$ cat config.mk
export PLATFORM = sky130hd
export DESIGN_NAME = speaker_melody_seq_flat
export DESIGN_NICKNAME = d
export VERILOG_FILES = /design/src/rtl/speaker_seq_pkg.sv /design/src/rtl/naive_bus.sv /design/src/rtl/speaker_tick_gen.sv /design/src/rtl/speaker_melody_seq.sv /design/src/flat_wrapper.sv
export SDC_FILE = /design/constraint.sdc
export NUM_CORES = 1
export LEC_CHECK = 0
export ABC_CLOCK_PERIOD_IN_PS = 8980
export CELL_PAD_IN_SITES_DETAIL_PLACEMENT = 1
export CELL_PAD_IN_SITES_GLOBAL_PLACEMENT = 2
export CORE_UTILIZATION = 45
export DETAILED_ROUTE_END_ITERATION = 6
export HOLD_SLACK_MARGIN = 0.06
export PLACE_DENSITY_LB_ADDON = 0.3
export SLEW_MARGIN = 25
export SYNTH_ARGS = -nofsm -noshare
export SYNTH_HDL_FRONTEND = slang
export SYNTH_HIERARCHICAL = 1
export SYNTH_SLANG_ARGS = --single-unit
$ cat constraint.sdc
create_clock -name CLK0 -period 8.98 [get_ports CLK0]
set_input_delay 2.245 -clock CLK0 [delete_from_list [all_inputs] [get_ports CLK0]]
set_output_delay 2.245 -clock CLK0 [all_outputs]
set_load 0.05 [all_outputs]
$ cat src/rtl/speaker_seq_pkg.sv
// speaker_seq_pkg: shared types and register map for the melody sequencer.
package speaker_seq_pkg;
  typedef enum logic [2:0] {IDLE, LOAD, PLAY, GAP, DONE} state_t;
  localparam logic [7:0] REG_CTRL   = 8'h00;
  localparam logic [7:0] REG_STATUS = 8'h04;
  localparam logic [7:0] REG_TEMPO  = 8'h08;
  localparam logic [7:0] REG_LEN    = 8'h0C;
  localparam logic [7:0] TABLE_BASE = 8'h80;
  localparam int CTRL_START = 0;
  localparam int CTRL_STOP  = 1;
  localparam int CTRL_LOOP  = 2;
  typedef struct packed {
    logic [7:0] dur;
    logic [7:0] note;
  } note_t;
endpackage

$ cat src/rtl/naive_bus.sv
// naive_bus: simple request/grant register bus with byte addressing.
// master drives requests, addresses and write data; slave returns grants and read data.
interface naive_bus;
  logic        rd_req, rd_gnt, wr_req, wr_gnt;
  logic [31:0] rd_addr, wr_addr, wr_data, rd_data;
  modport master (output rd_req, rd_addr, wr_req, wr_addr, wr_data, input rd_gnt, wr_gnt, rd_data);
  modport slave  (input rd_req, rd_addr, wr_req, wr_addr, wr_data, output rd_gnt, wr_gnt, rd_data);
endinterface

$ cat src/rtl/speaker_tick_gen.sv
// speaker_tick_gen: tempo counter producing one tick every `tempo` cycles.
// Ports: CLK0/RST0 clock and async active-low reset; en counts when high;
// clr forces the count to 0; tempo period in cycles (>=1); tick marks the last cycle of a period.
module speaker_tick_gen (
  input  logic        CLK0,
  input  logic        RST0,
  input  logic        en,
  input  logic        clr,
  input  logic [23:0] tempo,
  output logic        tick
);
  logic [23:0] cnt;
  logic        wrap;
  // >= rather than == so a shortened tempo written mid-period wraps immediately
  assign wrap = cnt >= tempo - 24'd1;
  assign tick = en & ~clr & wrap;
  always_ff @(posedge CLK0 or negedge RST0)
    if (!RST0) cnt <= '0;
    else cnt <= (!en || clr || wrap) ? '0 : cnt + 24'd1;
endmodule

$ cat src/rtl/speaker_melody_seq.sv
// speaker_melody_seq: bus-programmable melody sequencer feeding the speaker tone index.
// Ports: CLK0/RST0 clock and async active-low reset; bus register/table slave;
// note_idx current tone (0 = rest); busy while playing; done_pulse at end of a non-loop sequence.
module speaker_melody_seq
  import speaker_seq_pkg::*;
#(
  parameter int DEPTH     = 32,
  parameter int TEMPO_RST = 6250000
) (
  input  logic       CLK0,
  input  logic       RST0,
  naive_bus.slave    bus,
  output logic [7:0] note_idx,
  output logic       busy,
  output logic       done_pulse
);
  localparam int AW = $clog2(DEPTH);
  state_t      state, state_nxt, eos_state;
  logic [7:0]  idx, idx_nxt, eos_idx, rem, rem_nxt, note_nxt;
  logic [7:0]  waddr, raddr;
  logic [23:0] tempo;
  logic [8:0]  len;
  logic        loop, wr_ctrl, start, stop, tick, last;
  logic [31:0] rd_mux;
  note_t       tbl [DEPTH];
  note_t       cur;
  logic        unused;
  assign unused = ^{bus.wr_addr[31:8], bus.rd_addr[31:8], bus.wr_data[31:24]};
  assign waddr = bus.wr_addr[7:0];
  assign raddr = bus.rd_addr[7:0];
  assign bus.rd_gnt = bus.rd_req;
  assign bus.wr_gnt = bus.wr_req;
  assign wr_ctrl = bus.wr_req && waddr == REG_CTRL;
  assign stop = wr_ctrl && bus.wr_data[CTRL_STOP];
  assign start = wr_ctrl && bus.wr_data[CTRL_START] && !stop && len != '0;
  assign busy = state inside {LOAD, PLAY, GAP};
  assign done_pulse = state == DONE;
  assign cur = tbl[idx[AW-1:0]];
  // compared as "at or beyond" so a shrinking LEN ends the sequence at the next check
  assign last = {1'b0, idx} + 9'd1 >= len;
  assign eos_state = last ? (loop ? LOAD : DONE) : LOAD;
  assign eos_idx = last ? 8'd0 : idx + 8'd1;
  speaker_tick_gen u_tick (
    .CLK0  (CLK0),
    .RST0  (RST0),
    .en    (state != IDLE),
    .clr   (start || state == LOAD),
    .tempo (tempo),
    .tick  (tick)
  );
  always_ff @(posedge CLK0 or negedge RST0)
    if (!RST0) begin
      tempo <= 24'(TEMPO_RST);
      len <= '0;
      loop <= 1'b0;
    end else if (bus.wr_req) begin
      if (waddr == REG_CTRL) loop <= bus.wr_data[CTRL_LOOP];
      if (waddr == REG_TEMPO) tempo <= bus.wr_data[23:0] == '0 ? 24'd1 : bus.wr_data[23:0];
      if (waddr == REG_LEN) len <= bus.wr_data > 32'(DEPTH) ? 9'(DEPTH) : bus.wr_data[8:0];
    end
  always_ff @(posedge CLK0)
    if (bus.wr_req && waddr >= TABLE_BASE) tbl[bus.wr_addr[AW+1:2]] <= bus.wr_data[15:0];
  assign rd_mux = raddr >= TABLE_BASE ? {16'd0, tbl[bus.rd_addr[AW+1:2]]} :
                  raddr == REG_STATUS ? {8'd0, note_idx, idx, 6'd0, loop, busy} :
                  raddr == REG_TEMPO  ? {8'd0, tempo} :
                  raddr == REG_LEN    ? {23'd0, len} : '0;
  always_ff @(posedge CLK0 or negedge RST0)
    if (!RST0) bus.rd_data <= '0;
    else if (bus.rd_req) bus.rd_data <= rd_mux;
  always_ff @(posedge CLK0 or negedge RST0)
    if (!RST0) begin
      state <= IDLE;
      idx <= '0;
      rem <= '0;
      note_idx <= '0;
    end else begin
      state <= state_nxt;
      idx <= idx_nxt;
      rem <= rem_nxt;
      note_idx <= note_nxt;
    end
  always_comb begin
    state_nxt = state;
    idx_nxt = idx;
    rem_nxt = rem;
    if (stop) state_nxt = IDLE;
    else if (start) begin
      state_nxt = LOAD;
      idx_nxt = '0;
    end else
      case (state)
        LOAD:
          if (cur.dur != '0) begin
            state_nxt = PLAY;
            rem_nxt = cur.dur;
          end else begin
            state_nxt = eos_state;
            idx_nxt = eos_idx;
          end
        PLAY:
          if (tick) begin
            rem_nxt = rem - 8'd1;
            state_nxt = rem == 8'd1 ? GAP : PLAY;
          end
        GAP:
          if (tick) begin
            state_nxt = eos_state;
            idx_nxt = eos_idx;
          end
        default: state_nxt = IDLE;
      endcase
    // the tone is latched only on LOAD->PLAY, so table writes mid-note do not disturb it
    note_nxt = (state == LOAD && state_nxt == PLAY) ? cur.note : state_nxt == PLAY ? note_idx : 8'd0;
  end
endmodule
$ cat src/flat_wrapper.sv
// flat-port wrapper written by rule: the top's interface ports become plain ports
module speaker_melody_seq_flat import speaker_seq_pkg::*;
#(
  parameter int DEPTH     = 32,
  parameter int TEMPO_RST = 6250000
)
  (CLK0, RST0, note_idx, busy, done_pulse, bus_rd_req, bus_rd_addr, bus_wr_req, bus_wr_addr, bus_wr_data, bus_rd_gnt, bus_wr_gnt, bus_rd_data);
  naive_bus bus_i ();
  input  logic CLK0;
  input  logic RST0;
  output logic [7:0] note_idx;
  output logic busy;
  output logic done_pulse;
  input wire logic [$bits(bus_i.rd_req)-1:0] bus_rd_req;
  input wire logic [$bits(bus_i.rd_addr)-1:0] bus_rd_addr;
  input wire logic [$bits(bus_i.wr_req)-1:0] bus_wr_req;
  input wire logic [$bits(bus_i.wr_addr)-1:0] bus_wr_addr;
  input wire logic [$bits(bus_i.wr_data)-1:0] bus_wr_data;
  output wire logic [$bits(bus_i.rd_gnt)-1:0] bus_rd_gnt;
  output wire logic [$bits(bus_i.wr_gnt)-1:0] bus_wr_gnt;
  output wire logic [$bits(bus_i.rd_data)-1:0] bus_rd_data;
  assign bus_i.rd_req = bus_rd_req;
  assign bus_i.rd_addr = bus_rd_addr;
  assign bus_i.wr_req = bus_wr_req;
  assign bus_i.wr_addr = bus_wr_addr;
  assign bus_i.wr_data = bus_wr_data;
  assign bus_rd_gnt = bus_i.rd_gnt;
  assign bus_wr_gnt = bus_i.wr_gnt;
  assign bus_rd_data = bus_i.rd_data;
  speaker_melody_seq #(.DEPTH(DEPTH), .TEMPO_RST(TEMPO_RST)) u_core (.CLK0(CLK0), .RST0(RST0), .bus(bus_i), .note_idx(note_idx), .busy(busy), .done_pulse(done_pulse));
endmodule
After elaboration in Yosys (flattened, before gate mapping)
Memory sizes are Yosys's and may differ from the RTL's.
Index checks and enable logic that the tools add are counted.
Cells by class
  reduce and logical (&&, ||, !) cells: 25
  bitwise operators: 5
  add/sub/neg operators: 5
  muxes and demuxes: 28
  equal/unequal tests: 16
  order comparisons: 5
Operators with widths (number)
  32-bit 2-to-1 mux: 3
  8-bit 2-to-1 mux: 8
  24-bit 2-to-1 mux: 2
  8-bit by 4-bit equality test with 1-bit output (second input constant): 4
  32-bit by 6-bit > comparator with 1-bit output (second input constant): 1
  8-bit case mux with 2 select lines: 2
  24-bit by 1-bit adder with 24-bit output (second input constant): 1
  24-bit >= comparator: 1
  24-bit logical NOT: 1
  24-bit by 1-bit subtractor with 24-bit output (second input constant): 1
  3-bit 2-to-1 mux: 7
  9-bit 2-to-1 mux: 2
  8-bit >= comparator (second input constant): 2
  8-bit by 1-bit adder with 9-bit output (second input constant): 1
  3-bit by 2-bit equality test with 1-bit output (second input constant): 3
  9-bit >= comparator: 1
  3-bit case mux with 3 select lines: 1
  3-bit nonzero test: 3
  9-bit nonzero test: 1
  8-bit by 1-bit adder with 8-bit output (second input constant): 1
  8-bit by 1-bit equality test with 1-bit output (second input constant): 1
  8-bit by 3-bit equality test with 1-bit output (second input constant): 1
  8-bit logical NOT: 1
  8-bit nonzero test: 1
  17 further kinds: 34
Word-level totals
  memories kept: 1
  register bits after elaboration: 117
  logic and storage cells: 94
  memory bits (writable): 512
  output and inout port bits: 44
  bits of input ports: 100
Memories
  u_core.tbl: depth 32, width 16, read ports 2, clocked after memory_dff 0, write ports 1, line speaker_melody_seq.sv:25  | note_t tbl [DEPTH];

Longest topological paths before layout
Gate-level depths: netlist (run 1).
  depth in word-level cells: 17
  depth in mapped cells: 17
  mapped depth without buffers: 17

By module
The synthesis (run 1) kept the hierarchy.
Modules (own cells, without submodules)
  speaker_melody_seq: cells each 1482, seq. area each 17516.8 um^2, instances 1, area an instance 27893.0 um^2
  speaker_tick_gen: cells each 256, seq. area each 600.6 um^2, instances 1, area an instance 2153.3 um^2

Least setup slack after synthesis (run 1)
OpenSTA, ideal clock, no wires.
  kind: input -> register
  start: input port bus_rd_addr[2]
  end: register u_core.bus.rd_data[1]
  library setup time: 142 ps
  arrival: 4771 ps
  required time: 8838 ps
  path buffers: 3
  cell stages on the path: 7
  setup slack: 4067 ps
  cells stage by stage: clkbuf_1 buf_1 buf_1 mux4_2 mux4_2 mux2i_1 o221ai_1
On the way
  longest elaborated chain between the ends: 5
  elaborated cells on any way between the ends: 9
  classes of those cells: order compare (1); eq/ne (3); mux (4); memory (1)
Ends and longest elaborated chain
  start, declared: line flat_wrapper.sv:15  | input wire logic [$bits(bus_i.rd_addr)-1:0] bus_rd_addr;
  8-bit by 4-bit equality test with 1-bit output: line speaker_melody_seq.sv:66  | raddr == REG_LEN ? {23'd0, len} : '0;
  9-bit 2-to-1 mux: line speaker_melody_seq.sv:66
  32-bit 2-to-1 mux: line speaker_melody_seq.sv:65  | raddr == REG_TEMPO ? {8'd0, tempo} :
  32-bit 2-to-1 mux: line speaker_melody_seq.sv:64  | raddr == REG_STATUS ? {8'd0, note_idx, idx, 6'd0, loop, busy} :
  32-bit 2-to-1 mux *: line speaker_melody_seq.sv:63  | assign rd_mux = raddr >= TABLE_BASE ? {16'd0, tbl[bus.rd_addr[AW+1:2]]} :
  end signal, assigned: line speaker_melody_seq.sv:69  | else if (bus.rd_req) bus.rd_data <= rd_mux;
  end, declared: line naive_bus.sv:7  | modport slave (input rd_req, rd_addr, wr_req, wr_addr, wr_data, output rd_gnt, wr_gnt, rd_data);
Every way passes the cells marked *; elsewhere a longest branch is shown, timed or not.
A chain may end at the register's enable or synchronous reset.

Final worst setup path (run 1)
  start: input port bus_rd_req
  end: output port bus_rd_gnt
RTL lines
  start, declared: line flat_wrapper.sv:14  | input wire logic [$bits(bus_i.rd_req)-1:0] bus_rd_req;
  end, declared: line flat_wrapper.sv:19  | output wire logic [$bits(bus_i.rd_gnt)-1:0] bus_rd_gnt;
No word-level cell between the ends.

==> metrics.cfg, run 1 <==
[worst_setup_path]
crit_slowest_cell = clkdlybuf4s50_1
crit_family = buffers and inverters
path_cells = buf_2 -> clkdlybuf4s50_1
worst-path-buf-inv = 2
cp-start-kind = primary input
worstPathMaxFanout = 46
crit_type = in -> out
r2r_slack_ps = 3960
cp_slowest_stage_delay_ps = 950
worstPathArrival_ps = 3840
required_ps = 6740
cp-end-kind = output port

[yosys]
async_flop_share_pct = 17.55
synth_cell_types = 67
synth_top_area_cell = edfxtp_1
syn_area_um2 = 30050
syn_avg_cell_area_um2 = 17.29
synth-seq-cells = 621
ys_seq_area_share_pct = 60.30
syn_inst = 1738
ys_top_cells_by_count = edfxtp_1, mux4_2, nand2_1
ys_top_cells_by_area = edfxtp_1, mux4_2, dfrtp_1
yosysMostFrequentCell = edfxtp_1
synth-main-ff-cell = edfxtp_1
yosysTopAreaCellShare_pct = 51.17
synth_edf_count = 512
synth-warning-count = 6

[final_layout]
area_growth_pct = 14.02
finalNetCount = 1982
stdcell_count = 2764
postLayoutCoreUtil_pct = 52.02
drive_above_1_share_pct = 29.38

[status]
violations = design-rule violations
outcome = complete, but fails checks

[detailed_routing]
wirelength_mm = 87.24
vias = 17921
ant_nets = 0
routed_via_density = 6.484
first_pass_iters = 7
drt_iter0_drc = 1899
drc = 3
wl_per_cell_um = 31.56

[floorplanning]
num_rows = 94
start_util_pct = 45.62
io_pins = 144
fp.dieW_um = 260.4
die_h_um = 260.4
die_area_um2 = 67810
coreArea_um2 = 65860

[placement]
place_hpwl_mm = 54.42
dp_cells = 2637
gp_congestion = 0.8192
io_buffer_count = 87

[timing]
period_needed_ps = 6082
fin_skew_ps = 19.60
max-slew-margin-rel_pct = 30.53
holdWs_ps = 505.7
max_freq_mhz = 164.4
worstMarginPinSlew_ps = 1042
final_max_slew_viol_count = 0
grt_setup_unrepaired = no
finalCritPeriodShare_pct = 67.73
setup_tns_ps = 0
final-hold-violation-count = 0
setup_viol = 0

[clock_network]
cts-root-buf = clkbuf_16
ctsHoldBuffers = 0
cts_buffers = 69
cts_resized = 0
path_clk_slew_ps = 60
post-cts-setup-buffers = 0
cts_tree = done
h-tree-depth = 3
clkLatencyLatePin_ps = 620
cts.sinks = 621
clock_tree.buffer_depth = 3

[global_routing]
grt_antenna_before_repair = 2
grt_max_degree = 86
overflow = 0
gr-usage-all-layers_pct = 26.27
grt_pass1_vias = 18783
grt_pass1_wl_mm = 127.4

[pwr]
power_w = 0.006609
power.density_nw_per_um2 = 192.9
max-vdd-ir-drop_mv = 0.1388
leakage_nw = 11.68

[flow_run]
drv_cap = 0

[min_path]
worstHoldPathType = reg -> reg

-- flip-flops by register name, summed over array words and instances, names as in the netlist --
name and flops:
u_core/loop 1, u_core/tbl 512, u_core/bus.rd_data 24, u_core/len 9, u_core/u_tick/cnt 24, u_core/state 3, u_core/rem 8, u_core/note_idx 8
u_core/idx 8, u_core/tempo 24
-- worst paths after layout --
kind	from	end	depth (start not counted)
worst max-delay path	bus_rd_req	bus_rd_gnt	2
worst min-delay path	u_core/rem[7]	u_core/rem[7]	1
worst max register to register	u_core/tempo[13]	u_core/rem[3]	15
worst min register to register	u_core/rem[7]	u_core/rem[7]	1
max in group asynchronous	RST0	u_core/idx[0]	2
min in group asynchronous	RST0	u_core/u_tick/cnt[11]	1
-- per-layer routing --
layer / share of wire [%] / wire length [um] / vias to the layer above / track usage, %
li1: - / - / 7338 / -
met1: 41 / 35500 / 9675 / 36.41
met2: 50 / 43420 / 783 / 43.37
met3: 7.2 / 6244 / 123 / 3.875
met4: 2.4 / 2057 / 2 / 7.635
met5: 0.023 / 20 / - / 0
-- power breakdown --
part	total, W	switching [W]	internal [W]
clock	0.00278	0.00118	0.00160
combinational	0.000629	0.000371	0.000258
sequential	0.00320	0.0000352	0.00316
total	0.00661	0.00159	0.00502
-- per-stage QoR --
step / area, um^2 / worst slack [ps]
global placement: 32080 / 2771
finish: 34260 / 2898
global route: 34260 / 2793
detailed placement: 32070 / 2581
floorplan: 30070 / 4067
CTS: 34260 / 2880
-- cell type report --
| class | count | area [um^2] |
|---|---|---|
| Multi-Input combinational cell | 968 | 11420 |
| Inverter | 39 | 146.4 |
| Sequential cell | 621 | 18120 |
| Tap cell | 864 | 1081 |
| Fill cell | 6055 | 31600 |
| Clock buffer | 93 | 1848 |
| Antenna cell | 1 | 2.502 |
| Clock inverter | 33 | 345.3 |
| Timing Repair Buffer | 145 | 1286 |
-- kinds of logic after synthesis --
kind of cell / share of synthesized area (%)
XOR/XNOR: 1.370
buffers and inverters: 2.182
other: 0.01248
flip-flops: 60.30
multiplexers: 25.28
AO/OA/AOI/OAI: 3.273
adder cells (fa/ha/maj): 1.582
AND/OR/NAND/NOR: 6.001
-- placed cells by master, fill, tap and decap left out, drive strengths merged, types with 38 or more instances in the layout --
cell type / instances
inv: 41
edfxtp: 512
ha: 38
mux4: 320
a21oi: 40
dfrtp: 97
clkbuf: 94
buf: 67
nor2: 117
nand2: 129
clkdlybuf4s50: 77
Note: power is estimated with default switching activity, not from simulation.
==> run 2, diff against run 1 <==
--- a/config.mk
+++ b/config.mk
@@ -5,7 +5,7 @@
 export SDC_FILE = /design/constraint.sdc
 export NUM_CORES = 1
 export LEC_CHECK = 0
-export ABC_CLOCK_PERIOD_IN_PS = 8980
+export ABC_CLOCK_PERIOD_IN_PS = 6350
 export CELL_PAD_IN_SITES_DETAIL_PLACEMENT = 1
 export CELL_PAD_IN_SITES_GLOBAL_PLACEMENT = 2
 export CORE_UTILIZATION = 45
==> constraint.sdc (replaced) <==
create_clock -name CLK0 -period 6.35 [get_ports CLK0]
set_input_delay 1.5875 -clock CLK0 [delete_from_list [all_inputs] [get_ports CLK0]]
set_output_delay 1.5875 -clock CLK0 [all_outputs]
set_load 0.05 [all_outputs]
==> run 2 against run 1 <==
  * The flow now finishes without violations
  * Total power grew 41%
  * Clock power grew 41%
  * Die area is the same
  * Sequential share of layout area shrank 0.30 points
  * First-iteration DRC count grew 2.9%
  * Non-clock buffer count grew 24
  * Critical endpoint is now u_core/rem[1]
  * Largest cell class unchanged
==> metrics.cfg, run 2 (synthesis gave the netlist of run 1 again) <==
[status]
outcome = finished clean

[clock_network]
path_clk_slew_ps = 60
post-cts-setup-buffers = 0
clkLatencyLatePin_ps = 620
h-tree-depth = 3
clock_tree.buffer_depth = 3
cts-root-buf = clkbuf_16
cts_resized = 0
cts_buffers = 71
cts_tree = done
ctsHoldBuffers = 0
cts.sinks = 621

[final_layout]
final_cell_mix = edfxtp_1, mux4_2, nand2_1
finalInstanceArea_um2 = 34450
area_growth_pct = 14.66
drive_above_1_share_pct = 30.25
diodes = 0
largest_register_ffs = 512
postLayoutCoreUtil_pct = 52.31
finalNetCount = 2008
mostFrequentLayoutCell = edfxtp_1

[detailed_routing]
ant_nets = 0
first_pass_iters = 6
drc = 0
wirelength_mm = 88.84
vias = 18004
drt_iter0_drc = 1955
routed_via_density = 6.451
wl_per_cell_um = 31.83

[global_routing]
gr-usage-all-layers_pct = 26.74
grt_pass1_wl_mm = 129.1
overflow = 0
grt_antenna_before_repair = 2
grt_max_degree = 61
grt_pass1_vias = 18660

[placement]
dpl_worst_slack_ps = 1075
io_buffer_count = 87
place_area_um2 = 32260
gp_congestion = 0.8209
place_hpwl_mm = 56.95

[worst_setup_path]
r2r_start = u_core/tempo[13]
cp-end-kind = flip-flop
crit_type = reg -> reg
r2r_cells = 15
worstPathMaxFanout = 10
required_ps = 6840
cp-start-kind = flip-flop
worstReg2RegEnd = u_core/rem[1]
r2r_slack_ps = 1310
worstPathArrival_ps = 5520

[timing]
fin_ws_ps = 1313
fin_skew_ps = 25.49
final_max_slew_viol_count = 0
holdWs_ps = 497.6
final-hold-violation-count = 0
setup_tns_ps = 0
max-slew-margin-rel_pct = 38.20
finalCritPeriodShare_pct = 79.33
max_freq_mhz = 198.5
worstMarginPinSlew_ps = 926.1
setup_viol = 0
grt_setup_unrepaired = no
period_needed_ps = 5037

[pwr]
max-vdd-ir-drop_mv = 0.1835
leakage_nw = 11.78
power.density_nw_per_um2 = 270.8

[floorplanning]
coreArea_um2 = 65860
io_pins = 144
die_h_um = 260.4
fp.dieW_um = 260.4
die_area_um2 = 67810
num_rows = 94
start_util_pct = 45.62

[min_path]
hold_start = u_core/tempo[4]
worstHoldPathType = reg -> reg
hold_end = u_core/tempo[4]
holdPathStages = 2

[flow_run]
drv_cap = 0

## run 2: where the power goes
| group | switching [W] | internal, W | leakage, nW | total (W) |
|---|---|---|---|---|
| Sequential | 0.0000533 | 0.00447 | 5.95 | 0.00452 |
| Clock | 0.00169 | 0.00221 | 1.05 | 0.00391 |
| Combinational | 0.000526 | 0.000373 | 4.78 | 0.000899 |
## run 2: how the worst max path moves through the flow
stage,start,end,slack (ps),depth (start not counted)
after floorplan,bus_rd_addr[2],u_core/bus.rd_data[1],2090,7
after global placement,bus_wr_addr[5],u_core/note_idx[2],1160,14
after detailed placement,bus_wr_addr[5],u_core/note_idx[3],1070,14
after CTS,u_core/tempo[13],u_core/rem[1],1320,15
after global routing,u_core/tempo[3],u_core/rem[7],1010,15
final,u_core/tempo[13],u_core/rem[1],1310,15
## run 2: routing by layer
layer / vias up / share of wire, % / track usage [%]
met1: 9614 / 40 / 36.06
met5: - / 0.016 / 0
li1: 7403 / - / -
met2: 853 / 49 / 43.44
met4: 2 / 2.8 / 8.415
met3: 132 / 8.6 / 5.915
## run 2: per-stage QoR
step                      cells  total power, W
after global placement     2661        0.005475
after CTS                  2791        0.009413
after floorplan            1745        0.005147
after detailed placement   2661        0.005504
final                      2791        0.009330
after global routing       2791        0.009607
## run 2: worst max-delay path: stages (launching register included)
cell and delay, ps:
dfrtp_1 500, or3_1 440, or3_1 350, or4_4 530, nor3_2 190, xnor2_1 90
ha_1 300, nand4_1 140, nor3_1 280, nand2_1 80, o211ai_1 510, and2_1 330
a21oi_1 90, nor2_1 550, nand2_1 340, mux2i_1 180
## run 2: layout make-up
class                           count  area (um^2)
Clock buffer                       90         1858
Clock inverter                     40        331.6
Fill cell                        6145        31410
Inverter                           39        146.4
Multi-Input combinational cell    968        11410
Sequential cell                   621        18120
Tap cell                          864         1081
Timing Repair Buffer              169         1499
